[src/rtl/mem_port_arbiter.sv]
// Arbitrates one memory controller port between instruction fetch and data access.
// Optional ARB_PERF_EN adds grant and fetch-wait performance counters.
module mem_port_arbiter #(
  parameter int XLEN     = 64,
  parameter int D_STREAK = 4
) (
  input  logic            clk,
  input  logic            reset,
  input  logic            imem_req,
  input  logic [31:0]     imem_addr,
  input  logic            imem_abort,
  output logic            imem_ready,
  output logic            imem_valid,
  output logic [XLEN-1:0] imem_data,
  output logic            imem_err,
  input  logic            dmem_read_req,
  input  logic            dmem_write_req,
  input  logic [XLEN-1:0] dmem_addr,
  input  logic [XLEN-1:0] dmem_wdata,
  input  logic [2:0]      dmem_size,
  input  logic            dmem_signed,
  output logic            dmem_ready,
  output logic [XLEN-1:0] dmem_rdata,
  output logic            dmem_error,
  output logic            port_req,
  output logic            port_we,
  output logic [XLEN-1:0] port_addr,
  output logic [XLEN-1:0] port_wdata,
  output logic [2:0]      port_size,
  output logic            port_signed,
  input  logic            port_ack,
  input  logic [XLEN-1:0] port_rdata,
  input  logic            port_err,
  output logic [1:0]      fsm_state
`ifdef ARB_PERF_EN
  ,
  output logic [31:0]     perf_i_grants,
  output logic [31:0]     perf_d_grants,
  output logic [31:0]     perf_i_wait_cycles
`endif
);

  generate
    if (XLEN != 32 && XLEN != 64) begin : g_bad_xlen
      $fatal(1, "mem_port_arbiter: XLEN must be 32 or 64");
    end
    if (D_STREAK < 1 || D_STREAK > 15) begin : g_bad_streak
      $fatal(1, "mem_port_arbiter: D_STREAK must be 1..15");
    end
  endgenerate

  typedef enum logic [1:0] {
    IDLE    = 2'd0,
    GRANT_I = 2'd1,
    GRANT_D = 2'd2,
    RESP    = 2'd3
  } state_t;

  state_t          state, state_nxt;
  logic            owner_i;
  logic            drop;
  logic [3:0]      streak;
  logic [XLEN-1:0] resp_data;
  logic            resp_err;
  logic            dreq;
  logic            data_win;
  logic            fetch_win;
  logic            in_grant;

  assign dreq     = dmem_read_req | dmem_write_req;
  assign in_grant = (state == GRANT_I) || (state == GRANT_D);

  // Handshake: port_req rises on the grant edge and holds every port_* field
  // steady until the single-cycle port_ack; the owner then sees one pulse.
  always_comb begin
    state_nxt = state;
    data_win  = 1'b0;
    fetch_win = 1'b0;
    case (state)
      IDLE: begin
        data_win  = dreq && (!imem_req || (streak < 4'(D_STREAK)));
        fetch_win = !data_win && imem_req && !imem_abort;
        if (data_win)
          state_nxt = GRANT_D;
        else if (fetch_win)
          state_nxt = GRANT_I;
      end
      GRANT_I, GRANT_D: if (port_ack) state_nxt = RESP;
      default: state_nxt = IDLE;
    endcase
  end

  always_ff @(posedge clk) begin
    if (reset) begin
      state       <= IDLE;
      owner_i     <= 1'b0;
      drop        <= 1'b0;
      streak      <= 4'd0;
      port_req    <= 1'b0;
      port_we     <= 1'b0;
      port_addr   <= '0;
      port_wdata  <= '0;
      port_size   <= 3'b000;
      port_signed <= 1'b0;
      resp_data   <= '0;
      resp_err    <= 1'b0;
    end else begin
      state <= state_nxt;
      if (data_win) begin
        // data_win with a waiting fetch implies streak < D_STREAK, so this saturates
        owner_i     <= 1'b0;
        port_req    <= 1'b1;
        port_we     <= dmem_write_req;
        port_addr   <= dmem_addr;
        port_wdata  <= dmem_wdata;
        port_size   <= dmem_size;
        port_signed <= dmem_signed;
        streak      <= imem_req ? streak + 4'd1 : 4'd0;
      end else if (fetch_win) begin
        owner_i     <= 1'b1;
        port_req    <= 1'b1;
        port_we     <= 1'b0;
        port_addr   <= XLEN'(imem_addr);
        port_wdata  <= '0;
        port_size   <= 3'b010;
        port_signed <= 1'b0;
        streak      <= 4'd0;
      end
      if (in_grant && port_ack) begin
        port_req  <= 1'b0;
        resp_data <= port_rdata;
        resp_err  <= port_err;
      end
      if (state == GRANT_I && imem_abort)
        drop <= 1'b1;
      else if (state == RESP)
        drop <= 1'b0;
    end
  end

  // A flush in the response cycle itself must also swallow the pulse.
  assign imem_ready = (state == IDLE);
  assign imem_valid = (state == RESP) && owner_i && !drop && !imem_abort;
  assign imem_data  = resp_data;
  assign imem_err   = imem_valid && resp_err;
  assign dmem_ready = (state == RESP) && !owner_i;
  assign dmem_rdata = resp_data;
  assign dmem_error = dmem_ready && resp_err;
  assign fsm_state  = state;

  a_rw_exclusive: assert property (@(posedge clk) disable iff (reset)
    !(dmem_read_req && dmem_write_req));

`ifdef ARB_PERF_EN
  always_ff @(posedge clk) begin
    if (reset) begin
      perf_i_grants      <= 32'd0;
      perf_d_grants      <= 32'd0;
      perf_i_wait_cycles <= 32'd0;
    end else begin
      if (fetch_win)
        perf_i_grants <= perf_i_grants + 32'd1;
      if (data_win)
        perf_d_grants <= perf_d_grants + 32'd1;
      if (imem_req && !fetch_win)
        perf_i_wait_cycles <= perf_i_wait_cycles + 32'd1;
    end
  end
`endif

endmodule

[config.mk]
export PLATFORM = sky130hd
export DESIGN_NAME = mem_port_arbiter
export DESIGN_NICKNAME = d
export VERILOG_FILES = /design/src/rtl/mem_port_arbiter.sv
export SDC_FILE = /design/constraint.sdc
export NUM_CORES = 1
export LEC_CHECK = 0
export ABC_AREA = 1
export CAP_MARGIN = 5
export CORE_AREA = 2 2 199 201
export CTS_CLUSTER_SIZE = 8
export DETAILED_ROUTE_END_ITERATION = 10
export DIE_AREA = 0 0 201 203
export GPL_ROUTABILITY_DRIVEN = 0
export PLACE_DENSITY = 0.57
export SETUP_SLACK_MARGIN = 0.05
export SLEW_MARGIN = 0
export SYNTH_ARGS = -nofsm -noshare
export SYNTH_HDL_FRONTEND = slang
export SYNTH_SLANG_ARGS = --single-unit
[constraint.sdc]
create_clock -name clk -period 1.8 [get_ports clk]
set_input_delay 0.27 -clock clk [delete_from_list [all_inputs] [get_ports clk]]
set_output_delay 0.27 -clock clk [all_outputs]
set_load 0.02 [all_outputs]
==> flow_summary.ini <==
[synthesis]
ys_types = 22
synth_edf_count = 0
synth_cells = 1147
avgSynthCellArea_sq_um = 7.45
syn_nets = 1388
seq_area_frac_synth_pct = 48.5
synth_ff_type = dfxtp_1
async_reset_ff_share_pct = 0
synth_warnings = 0
syn_area_sq_mm = 0.00855
ys_ff_latch = 207

[setup_path]
worstSetupEndpoint = imem_err
cp-end-kind = output port
reg2reg_from = fsm_state[0]$_SDFFE_PP0P_
r2r_end = port_wdata[61]$_SDFFE_PP0P_
rrSetupSlack_ps = 110
reg2regPathDepth = 9
path_class = register to output port
arrival_ps = 1500
critical_path_peak_fanout = 3
cp-startpoint = fsm_state[0]$_SDFFE_PP0P_
cp.required_ps = 1530
crit_path_start_kind = register

[job]
cap_viol_max_count = 0

[final_layout]
post_route_cells_drive_above_1_share_pct = 9.05
utilization_pct = 38.5
regArea_sq_mm = 0.00415
layout_commonest_cell = dlygate4sd2_1
layout_common_cells = dlygate4sd2_1, nand2_1, clkdlybuf4s50_1
multiInputGateArea_sq_mm = 0.00362
final_nets = 1829
fill_cells = 4131
area_delta_synth_final_pct = 73.3

[clocking]
clock_path_buffers = 3
cts_tree = yes
cts.sinks = 207
clk_pin_slew_ps = 50
root_buffer = clkbuf_16
insertion_delay_ps = 560
cts-hold-fix-buffers = 0
htree_num_levels = 1
cts_buffers = 30

[placement]
post-dp-hpwl_mm = 24.2
pre_cts_ws_ps = -317
numPortBuffers = 504

[power]
ir_drop_mv = 0.822
p_seq_share_pct = 27.8
power_density_mw_per_mm2 = 1660
leakage_nw = 6.94
p_total_mw = 24.6
intPower_mw = 14.3
p_sw_mw = 10.3
swShare_pct = 41.8
clkPwrFrac_pct = 20.8
combPwrFrac_pct = 51.3

[global_route]
grt.total_usage_pct = 15.8
antenna_found_initial = 1
grt_max_degree = 106
grt_pass1_vias = 8958
overflow = 0
grt_pass1_wl_mm = 51.4

[status]
status = finished clean

[worst_hold_path]
min_path_type = input port to register
hp-start = reset

[detailed_routing]
drc = 0
ant_nets = 0
vias = 9062
wirelength_mm = 34.6
drt_iter0_markers = 363
routed_via_density = 4.29
drt_pass1_iterations = 4
post_drt_wl_per_cell_um = 16.4

[timing]
setup_viol = 0
hold_viol = 0
grt_setup_unrepaired = true
drv_slew = 0
slew_headroom_pct = 62.9
worst_pin_slew_ps = 556
period_share_pct = 98.4
timing.final.ws_setup_ps = 28.6
max_clock_freq_ghz = 0.565
skew_ps = 24.2
hold_ws_ps = 238
min_period_ps = 1770

[floorplanning]
dieArea_sq_mm = 0.0408
start_util_pct = 22.2
die_y_um = 203
io_pins = 505
die_w_um = 201
num_rows = 72
core_area_sq_mm = 0.0385
cell families after synthesis:
logic type,count (synthesis),synth area share [%]
AOI/OAI and AO/OA,176,10.4
adders and majority gates,5,0.732
buffers and inverters,167,11.3
DFF,207,48.5
and+or+nand+nor,592,29.2
power by group through the flow:
stage	logic (mW)	clock network, mW	registers, mW
global route	13.8	5.47	7.04
detailed placement	13.4	0	6.99
finish	12.6	5.13	6.85
floorplan	5.94	0	8.45
global placement	13.3	0	6.95
CTS	12.4	5.34	6.86
state kept, by name (all words and copies together) (netlist names), 2 cells and up:
name,flops
port_size,3
dmem_rdata,64
streak,4
fsm_state,2
port_wdata,64
port_addr,64
how the worst min path moves through the flow:
stage,end,depth (start not counted)
2_1_floorplan,drop$_SDFFE_PP0P_,2
3_3_place_gp,streak[3]$_SDFFE_PP0P_,2
3_5_place_dp,streak[3]$_SDFFE_PP0P_,2
4_1_cts,fsm_state[0]$_SDFFE_PP0P_,5
5_1_grt,port_wdata[14]$_SDFFE_PP0P_,3
6_report,streak[3]$_SDFFE_PP0P_,3
critical path, cell delays in order (launching register included):
cell and delay (ps):
dfxtp_4 370, ha_4 150, nand2_4 50, nor4_1 150, buf_2 220
cells in the mapped netlist, types with 2 or more instances:
cell type	number	area [sq um]
nand3b_1	32	240
nand3_2	2	20.0
inv_2	2	7.51
nand3_1	102	510
clkbuf_1	37	139
nor3_1	2	10.0
a21oi_1	108	541
buf_4	77	578
dfxtp_1	207	4140
nor2_1	201	754
nand2_1	250	938
buf_2	31	155
o21ai_0	66	330
inv_1	15	56.3
buf_1	4	15.0
ha_1	5	62.6
what timing repair did:
| action | CTS | global route |
|---|---|---|
| resized for setup | 304 | 45 |
| pin swaps | 3 | 11 |
| hold endpoints to repair | 0 | 0 |
| gates cloned | 1 | 5 |
| setup endpoints to repair | 388 | 77 |
| buffers inserted | 3 | 4 |
routing by layer:
layer | GRT usage [%] | vias to the layer above | share of wire (%)
met1 | 18.5 | 4135 | 40
met3 | 4.80 | 60 | 7.8
met5 | 0 | - | 0
met4 | 5.21 | 0 | 3.0
met2 | 27.5 | 345 | 49
li1 | - | 4522 | -
layout make-up:
class | instances | area share [%]
Clock buffer | 36 | 5.64
Multi-Input combinational cell | 773 | 24.4
Timing Repair Buffer | 559 | 37.0
Inverter | 17 | 0.541
Sequential cell | 207 | 28.0
Antenna cell | 1 | 0.0169
Tap cell | 518 | 4.38
per-stage QoR:
stage | instance area, sq um | TNS [ps] | instances
6_report | 14800 | 0 | 2111
5_1_grt | 14800 | -53.4 | 2110
3_3_place_gp | 13900 | -25950 | 2062
3_5_place_dp | 13900 | -25870 | 2062
4_1_cts | 14500 | -26.2 | 2101
2_1_floorplan | 8550 | 0 | 1147
(Power assumes the default switching activity.)
